### src/rtl/hazard_pkg.sv
// Shared types for the pipeline hazard controller: FSM state encoding and
// the bundle of latch stall/flush controls plus the PC enable.
package hazard_pkg;

    typedef enum logic [1:0] {
        RUN     = 2'd0,
        LU_HOLD = 2'd1,
        DWAIT   = 2'd2,
        HALTED  = 2'd3
    } hzu_state_t;

    typedef struct packed {
        logic stall_ifid;
        logic stall_idex;
        logic stall_xmem;
        logic stall_wb;
        logic flush_ifid;
        logic flush_idex;
        logic flush_xmem;
        logic pc_en;
    } hzu_ctrl_t;

    localparam hzu_ctrl_t CTRL_IDLE       = '0;
    localparam int        MAX_FLUSH_DEPTH = 3;
    localparam int        MAX_LU_CYCLES   = 3;

    // Freeze IF/ID and squash the instruction entering EX; PC holds.
    function automatic hzu_ctrl_t ctrl_bubble();
        hzu_ctrl_t c;
        c            = CTRL_IDLE;
        c.stall_ifid = 1'b1;
        c.flush_idex = 1'b1;
        return c;
    endfunction

    // Freeze every latch while data memory is busy.
    function automatic hzu_ctrl_t ctrl_freeze_all();
        hzu_ctrl_t c;
        c            = CTRL_IDLE;
        c.stall_ifid = 1'b1;
        c.stall_idex = 1'b1;
        c.stall_xmem = 1'b1;
        c.stall_wb   = 1'b1;
        return c;
    endfunction

endpackage

### src/rtl/hazard_ctrl_if.sv
// Datapath <-> hazard controller signal bundle. The datapath side (master)
// supplies decode/execute/memory status; the controller (slave) returns latch controls.
interface hazard_ctrl_if #(
    parameter int REG_W = 5,
    parameter int CNT_W = 32
);
    logic [REG_W-1:0] ifid_rs;
    logic [REG_W-1:0] ifid_rt;
    logic [REG_W-1:0] idex_rd;
    logic             idex_memread;
    logic             branch;
    logic             alu_zf;
    logic             jump;
    logic             ihit;
    logic             dmem_req;
    logic             dhit;
    logic             halt;

    logic             stall_ifid;
    logic             stall_idex;
    logic             stall_xmem;
    logic             stall_wb;
    logic             flush_ifid;
    logic             flush_idex;
    logic             flush_xmem;
    logic             pc_en;
    logic [CNT_W-1:0] stall_cnt;

    modport master (
        output ifid_rs, ifid_rt, idex_rd, idex_memread,
        output branch, alu_zf, jump, ihit, dmem_req, dhit, halt,
        input  stall_ifid, stall_idex, stall_xmem, stall_wb,
        input  flush_ifid, flush_idex, flush_xmem, pc_en, stall_cnt
    );

    modport slave (
        input  ifid_rs, ifid_rt, idex_rd, idex_memread,
        input  branch, alu_zf, jump, ihit, dmem_req, dhit, halt,
        output stall_ifid, stall_idex, stall_xmem, stall_wb,
        output flush_ifid, flush_idex, flush_xmem, pc_en, stall_cnt
    );

endinterface

### src/rtl/sat_counter.sv
// Saturating up-counter with synchronous clear; used for performance counters
// where wrap-around would make long-run statistics misleading.
module sat_counter #(
    parameter int W = 32
) (
    input  logic         CLK,
    input  logic         RST,
    input  logic         inc,
    output logic [W-1:0] count
);

    logic [W-1:0] count_reg;

    always_ff @(posedge CLK) begin
        if (RST) begin
            count_reg <= '0;
        end else if (inc && (count_reg != '1)) begin
            count_reg <= count_reg + W'(1);
        end
    end

    assign count = count_reg;

endmodule

### src/rtl/hazard_ctrl.sv
// Five-stage pipeline hazard controller: load-use bubbles, branch/jump flush,
// instruction/data memory wait handling, sticky halt and a stall-cycle counter.
module hazard_ctrl
    import hazard_pkg::*;
#(
    parameter int REG_W       = 5,
    parameter int FLUSH_DEPTH = 1,
    parameter int LU_CYCLES   = 1,
    parameter int CNT_W       = 32
) (
    input  logic          CLK,
    input  logic          RST,
    hazard_ctrl_if.slave  bus
);

    localparam logic [REG_W-1:0] ZERO_REG = '0;

    generate
        if (FLUSH_DEPTH < 1 || FLUSH_DEPTH > MAX_FLUSH_DEPTH) begin : g_bad_flush_depth
            $error("hazard_ctrl: FLUSH_DEPTH must be within 1..3");
        end
        if (LU_CYCLES < 1 || LU_CYCLES > MAX_LU_CYCLES) begin : g_bad_lu_cycles
            $error("hazard_ctrl: LU_CYCLES must be within 1..3");
        end
    endgenerate

    hzu_state_t state_reg;
    hzu_state_t state_next;
    hzu_state_t eff_state;
    logic [1:0] lu_left_reg;
    logic [1:0] lu_left_next;
    hzu_ctrl_t  ctrl;
    logic       cnt_inc;

    logic [MAX_FLUSH_DEPTH-1:0] flush_mask;

    // Bit gi set when latch gi (0=IF/ID, 1=ID/EX, 2=EX/MEM) is squashed on redirect.
    generate
        for (genvar gi = 0; gi < MAX_FLUSH_DEPTH; gi++) begin : g_flush_mask
            assign flush_mask[gi] = (gi < FLUSH_DEPTH);
        end
    endgenerate

    logic taken;
    logic load_use;
    logic dmiss;

    assign taken    = (bus.branch && bus.alu_zf) || bus.jump;
    assign load_use = bus.idex_memread && (bus.idex_rd != ZERO_REG) &&
                      ((bus.idex_rd == bus.ifid_rs) || (bus.idex_rd == bus.ifid_rt));
    assign dmiss    = bus.dmem_req && !bus.dhit;

    // Once the data miss clears, DWAIT behaves like whatever it interrupted:
    // a frozen load-use hold if bubbles remain, otherwise normal running.
    always_comb begin
        eff_state = state_reg;
        if (state_reg == DWAIT) begin
            eff_state = (lu_left_reg != 2'd0) ? LU_HOLD : RUN;
        end
    end

    always_comb begin
        ctrl         = CTRL_IDLE;
        state_next   = eff_state;
        lu_left_next = lu_left_reg;
        cnt_inc      = 1'b0;

        if (RST) begin
            ctrl         = CTRL_IDLE;
            state_next   = RUN;
            lu_left_next = 2'd0;
        end else if (bus.halt || (state_reg == HALTED)) begin
            ctrl       = ctrl_bubble();
            state_next = HALTED;
        end else begin
            if (dmiss) begin
                ctrl       = ctrl_freeze_all();
                state_next = DWAIT;
            end else if (taken) begin
                // The dependent instruction is being flushed, so any load-use
                // stall (pending or new) is moot.
                ctrl.flush_ifid = flush_mask[0];
                ctrl.flush_idex = flush_mask[1];
                ctrl.flush_xmem = flush_mask[2];
                ctrl.pc_en      = 1'b1;
                state_next      = RUN;
                lu_left_next    = 2'd0;
            end else if (eff_state == LU_HOLD) begin
                ctrl         = ctrl_bubble();
                lu_left_next = lu_left_reg - 2'd1;
                state_next   = (lu_left_reg == 2'd1) ? RUN : LU_HOLD;
            end else if (load_use) begin
                ctrl = ctrl_bubble();
                if (LU_CYCLES > 1) begin
                    state_next   = LU_HOLD;
                    lu_left_next = 2'(LU_CYCLES - 1);
                end
            end else if (!bus.ihit) begin
                ctrl.flush_ifid = 1'b1;
            end else begin
                ctrl.pc_en = 1'b1;
            end
            cnt_inc = !ctrl.pc_en;
        end
    end

    always_ff @(posedge CLK) begin
        if (RST) begin
            state_reg   <= RUN;
            lu_left_reg <= 2'd0;
        end else begin
            state_reg   <= state_next;
            lu_left_reg <= lu_left_next;
        end
    end

    sat_counter #(
        .W (CNT_W)
    ) u_stall_cnt (
        .CLK   (CLK),
        .RST   (RST),
        .inc   (cnt_inc),
        .count (bus.stall_cnt)
    );

    assign bus.stall_ifid = ctrl.stall_ifid;
    assign bus.stall_idex = ctrl.stall_idex;
    assign bus.stall_xmem = ctrl.stall_xmem;
    assign bus.stall_wb   = ctrl.stall_wb;
    assign bus.flush_ifid = ctrl.flush_ifid;
    assign bus.flush_idex = ctrl.flush_idex;
    assign bus.flush_xmem = ctrl.flush_xmem;
    assign bus.pc_en      = ctrl.pc_en;

endmodule

### src/flat_wrapper.sv
// flat-port wrapper written by rule: the top's interface ports become plain ports
module hazard_ctrl_flat import hazard_pkg::*;
#(
    parameter int REG_W       = 5,
    parameter int FLUSH_DEPTH = 1,
    parameter int LU_CYCLES   = 1,
    parameter int CNT_W       = 32
)
  (CLK, RST, bus_ifid_rs, bus_ifid_rt, bus_idex_rd, bus_idex_memread, bus_branch, bus_alu_zf, bus_jump, bus_ihit, bus_dmem_req, bus_dhit, bus_halt, bus_stall_ifid, bus_stall_idex, bus_stall_xmem, bus_stall_wb, bus_flush_ifid, bus_flush_idex, bus_flush_xmem, bus_pc_en, bus_stall_cnt);
  hazard_ctrl_if #(.REG_W(REG_W), .CNT_W(CNT_W)) bus_i ();
  input  logic CLK;
  input  logic RST;
  input wire logic [$bits(bus_i.ifid_rs)-1:0] bus_ifid_rs;
  input wire logic [$bits(bus_i.ifid_rt)-1:0] bus_ifid_rt;
  input wire logic [$bits(bus_i.idex_rd)-1:0] bus_idex_rd;
  input wire logic [$bits(bus_i.idex_memread)-1:0] bus_idex_memread;
  input wire logic [$bits(bus_i.branch)-1:0] bus_branch;
  input wire logic [$bits(bus_i.alu_zf)-1:0] bus_alu_zf;
  input wire logic [$bits(bus_i.jump)-1:0] bus_jump;
  input wire logic [$bits(bus_i.ihit)-1:0] bus_ihit;
  input wire logic [$bits(bus_i.dmem_req)-1:0] bus_dmem_req;
  input wire logic [$bits(bus_i.dhit)-1:0] bus_dhit;
  input wire logic [$bits(bus_i.halt)-1:0] bus_halt;
  output wire logic [$bits(bus_i.stall_ifid)-1:0] bus_stall_ifid;
  output wire logic [$bits(bus_i.stall_idex)-1:0] bus_stall_idex;
  output wire logic [$bits(bus_i.stall_xmem)-1:0] bus_stall_xmem;
  output wire logic [$bits(bus_i.stall_wb)-1:0] bus_stall_wb;
  output wire logic [$bits(bus_i.flush_ifid)-1:0] bus_flush_ifid;
  output wire logic [$bits(bus_i.flush_idex)-1:0] bus_flush_idex;
  output wire logic [$bits(bus_i.flush_xmem)-1:0] bus_flush_xmem;
  output wire logic [$bits(bus_i.pc_en)-1:0] bus_pc_en;
  output wire logic [$bits(bus_i.stall_cnt)-1:0] bus_stall_cnt;
  assign bus_i.ifid_rs = bus_ifid_rs;
  assign bus_i.ifid_rt = bus_ifid_rt;
  assign bus_i.idex_rd = bus_idex_rd;
  assign bus_i.idex_memread = bus_idex_memread;
  assign bus_i.branch = bus_branch;
  assign bus_i.alu_zf = bus_alu_zf;
  assign bus_i.jump = bus_jump;
  assign bus_i.ihit = bus_ihit;
  assign bus_i.dmem_req = bus_dmem_req;
  assign bus_i.dhit = bus_dhit;
  assign bus_i.halt = bus_halt;
  assign bus_stall_ifid = bus_i.stall_ifid;
  assign bus_stall_idex = bus_i.stall_idex;
  assign bus_stall_xmem = bus_i.stall_xmem;
  assign bus_stall_wb = bus_i.stall_wb;
  assign bus_flush_ifid = bus_i.flush_ifid;
  assign bus_flush_idex = bus_i.flush_idex;
  assign bus_flush_xmem = bus_i.flush_xmem;
  assign bus_pc_en = bus_i.pc_en;
  assign bus_stall_cnt = bus_i.stall_cnt;
  hazard_ctrl #(.REG_W(REG_W), .FLUSH_DEPTH(FLUSH_DEPTH), .LU_CYCLES(LU_CYCLES), .CNT_W(CNT_W)) u_core (.CLK(CLK), .RST(RST), .bus(bus_i));
endmodule
### config.mk
export PLATFORM = sky130hd
export DESIGN_NAME = hazard_ctrl_flat
export DESIGN_NICKNAME = d
export VERILOG_FILES = /design/src/rtl/hazard_pkg.sv /design/src/rtl/hazard_ctrl_if.sv /design/src/rtl/sat_counter.sv /design/src/rtl/hazard_ctrl.sv /design/src/flat_wrapper.sv
export SDC_FILE = /design/constraint.sdc
export NUM_CORES = 1
export LEC_CHECK = 0
export ABC_AREA = 0
export BUFFER_PORTS_ARGS = -buffer_cell sky130_fd_sc_hd__buf_2
export CORE_MARGIN = 2
export CORE_UTILIZATION = 47
export CTS_BUF_LIST = sky130_fd_sc_hd__clkbuf_16
export CTS_CLUSTER_SIZE = 10
export DETAILED_ROUTE_END_ITERATION = 7
export GPL_TIMING_DRIVEN = 0
export PLACE_DENSITY_LB_ADDON = 0.25
export SLEW_MARGIN = 5
export SYNTH_ARGS = -nofsm -noshare
export SYNTH_HDL_FRONTEND = slang
export SYNTH_SLANG_ARGS = --single-unit
### constraint.sdc
create_clock -name CLK -period 2.1 [get_ports CLK]
set_input_delay 0.21 -clock CLK [delete_from_list [all_inputs] [get_ports CLK]]
set_output_delay 0.21 -clock CLK [all_outputs]
set_load 0.05 [all_outputs]
==> run_results.csv <==
group,metric,value,unit
routing,met1_length,2880,µm
power_and_ir_drop,peakVddDrop,0.456,mV
synth,ys_ff_latch,36,
sta,whs,0.308,ns
synth,synth_area_leaders,"dfxtp_1 (33%), or4_1 (8.5%), a21oi_1 (7.9%), o31ai_1 (7.5%), nand3_1 (4.1%)",
global_routing,grt_max_degree,12,
clock_network,cts_made_buffers,5,
routing,wirelength,6890,µm
setup_path,arrival,2.33,ns
setup_path,crit_fanout,5,
final_layout,fin_nets,373,
floorplan,die_width,72.5,µm
sta,hold_violations,0,
final_layout,num_antenna_cells,0,
routing,dr.max_layer_used,"met4",
synth,synthArstFlopShare,0,%
final_layout,area_growth_syn_to_layout,45.4,%
sta,slew_viol_final,0,
synth,ys_seq_area_share,32.7,%
routing,via_count,2556,
synth,synth_warnings,0,
job,cap_violations,0,
final_layout,fillerInstances,371,
power_and_ir_drop,p_leak,0.00119,µW
final_layout,layout_common_cells,"buf_2 (62), dfxtp_2 (22), a21oi_1 (19)",
clock_network,cts.sinks,36,
final_layout,stdcell_count,398,
sta,setup_viol,8,
clock_network,cts-root-buf,"clkbuf_16",
floorplan,dieArea,5250,µm²
status,violations,"negative setup slack",
clock_network,htree_levels,2,
routing,dr_wl_met2,3370,µm
synth,synth_top_cell_by_area,"dfxtp_1",
floorplan,start_util,49.6,%
global_routing,grtUsageTotal,23.6,%
clock_network,clkLatencyLatePin,0.28,ns
power_and_ir_drop,pwr_density_cell,509,nW/µm²
synth,syn_area,2200,µm²
synth,synth-edff-count,0,
routing,met3_length,588,µm
placement,portBuffers,63,
global_routing,grt_pass1_wl,10000,µm
final_layout,final_common_cell,"buf_2",
global_routing,antenna_found_initial,0,
routing,first_pass_iters,5,
setup_path,critPathRequiredTime,2.30,ns
routing,ant_nets,0,
sta,fin_worst_skew,0.00303,ns
synth,avgSynthCellArea,8.32,µm²
status,status,"finished with violations",
placement,dpl.cell_count,380,
placement,dp_hpwl,4200,µm
sta,grt_setup_unrepaired,"true",
setup_path,critPathKind,"flip-flop to flip-flop",
routing,drc,0,
routing,drtIter0Drc,174,
sta,tns,-0.0984,ns
routing,viasPerCell,6.42,
floorplan,fp-row-count,24,
synth,netlist_instances,265,
placement,gp_congestion,0.819,
sta,fin_crit_sh,101,%
floorplan,num_io_pins,65,
final_layout,largest_register_ffs,32,
final_layout,drive_above_1_share,53.5,%
floorplan,coreArea,4440,µm²
routing,avgRoutedWirePerCell,17.3,µm
sta,period_minus_slack,2.13,ns
global_routing,overflow,0,
sta,setup_ws,-0.0261,ns
sta,tightest_slew,0.921,ns
global_routing,grt_pass1_vias,2211,
floorplan,die_h,72.5,µm
synth,syn-num-nets,293,
clock_network,path_clk_slew,0.05,ns
synth,ys.flop_type,"dfxtp_1",
clock_network,clockBufferDepth,2,
setup_path,cp-start-kind,"flip-flop",
clock_network,cts_tree,"done",
sta,relSlewSlack,38.6,%
sta,max_freq,470,MHz
placement,dp_slack,-0.330,ns
min_path,hold_path.class,"primary input to flip-flop",
synth,synth_cell_types,42,
setup_path,worst_setup_path_end_kind,"flip-flop",
synth,synth_top_area_share,32.7,%
[what timing repair did]
action                     in CTS  in global routing
pin swaps                       6                 32
hold buffers                    0                  0
setup endpoints to repair      35                 35
cloned                          2                  2
gates resized for setup        18                 87
hold endpoints to repair        0                  0
buffers inserted                3                  3
[routing by layer]
metal | track usage [%] | vias to the layer above
met2 | 39.1 | 128
met3 | 4.03 | 6
li1 | - | 1210
met4 | 8.85 | 0
met5 | 0 | -
met1 | 30.7 | 1212
[cells in the mapped netlist (3+ instances only)]
library cell and n:
a21oi_1 35, and3_1 8, and4_1 8, buf_2 4
buf_4 4, clkbuf_1 9, dfxtp_1 36, ha_1 3
inv_1 6, nand2_1 15, nand3_1 18, nand4_1 10
nor2_1 8, o21ai_0 8, o311ai_0 4, o31ai_1 22
or3_1 3, or4_1 25, xnor2_1 10
[per-stage QoR]
stage          util, %  area [µm²]  power (µW)
6_report          72.1        3210        1630
5_1_grt           72.1        3210        1690
4_1_cts           64.0        2840        1620
3_5_place_dp      59.2        2630         905
3_3_place_gp      59.2        2630         903
2_1_floorplan        -        2250         844
[area by class of cell]
type	instances	area, µm²	area share, %
inverter	6	22.5	0.703
clock buffer	5	125	3.90
tap	52	65.1	2.03
clock inverter	3	13.8	0.429
timing repair buffer	72	393	12.3
sequential	36	759	23.7
buffer	19	138	4.29
multi-input combinational	205	1690	52.7
[worst paths after layout]
| check | start | cells after the start | endpoint | slack (ns) |
|---|---|---|---|---|
| worst min-delay path | bus_halt | 3 | u_core.state_reg[1] | 0.31 |
| worst min register to register | u_core.u_stall_cnt.count[3] | 1 | u_core.u_stall_cnt.count[3] | 0.48 |
| worst max register to register | u_core.state_reg[0] | 7 | u_core.u_stall_cnt.count[15] | -0.03 |
| worst max-delay path | u_core.state_reg[0] | 7 | u_core.u_stall_cnt.count[15] | -0.03 |
[power by group]
group / internal [µW] / switching [µW]
Combinational: 88.7 / 146
Clock: 430 / 273
Sequential: 686 / 8.02
[kinds of logic (layout without fill, tap and decap cells)]
family / after synthesis / in the layout / synth area share (%)
simple gates: 104 / 104 / 28.3
buf+inv: 25 / 105 / 5.85
xor+xnor: 10 / 10 / 3.97
fa+ha+maj: 3 / 3 / 1.70
flops: 36 / 36 / 32.7
compound gates: 85 / 86 / 26.8
other cells: 1 / 1 / 0.170
mux: 1 / 1 / 0.454
[critical path, stage by stage, from the launching register on]
cell	delay (ns)
dfxtp_4	0.34
a211oi_4	0.26
a21bo_1	0.26
a31oi_4	0.22
a41oi_4	0.10
buf_6	0.23
or4_4	0.51
a21oi_2	0.14
(Power assumes the default switching activity.)
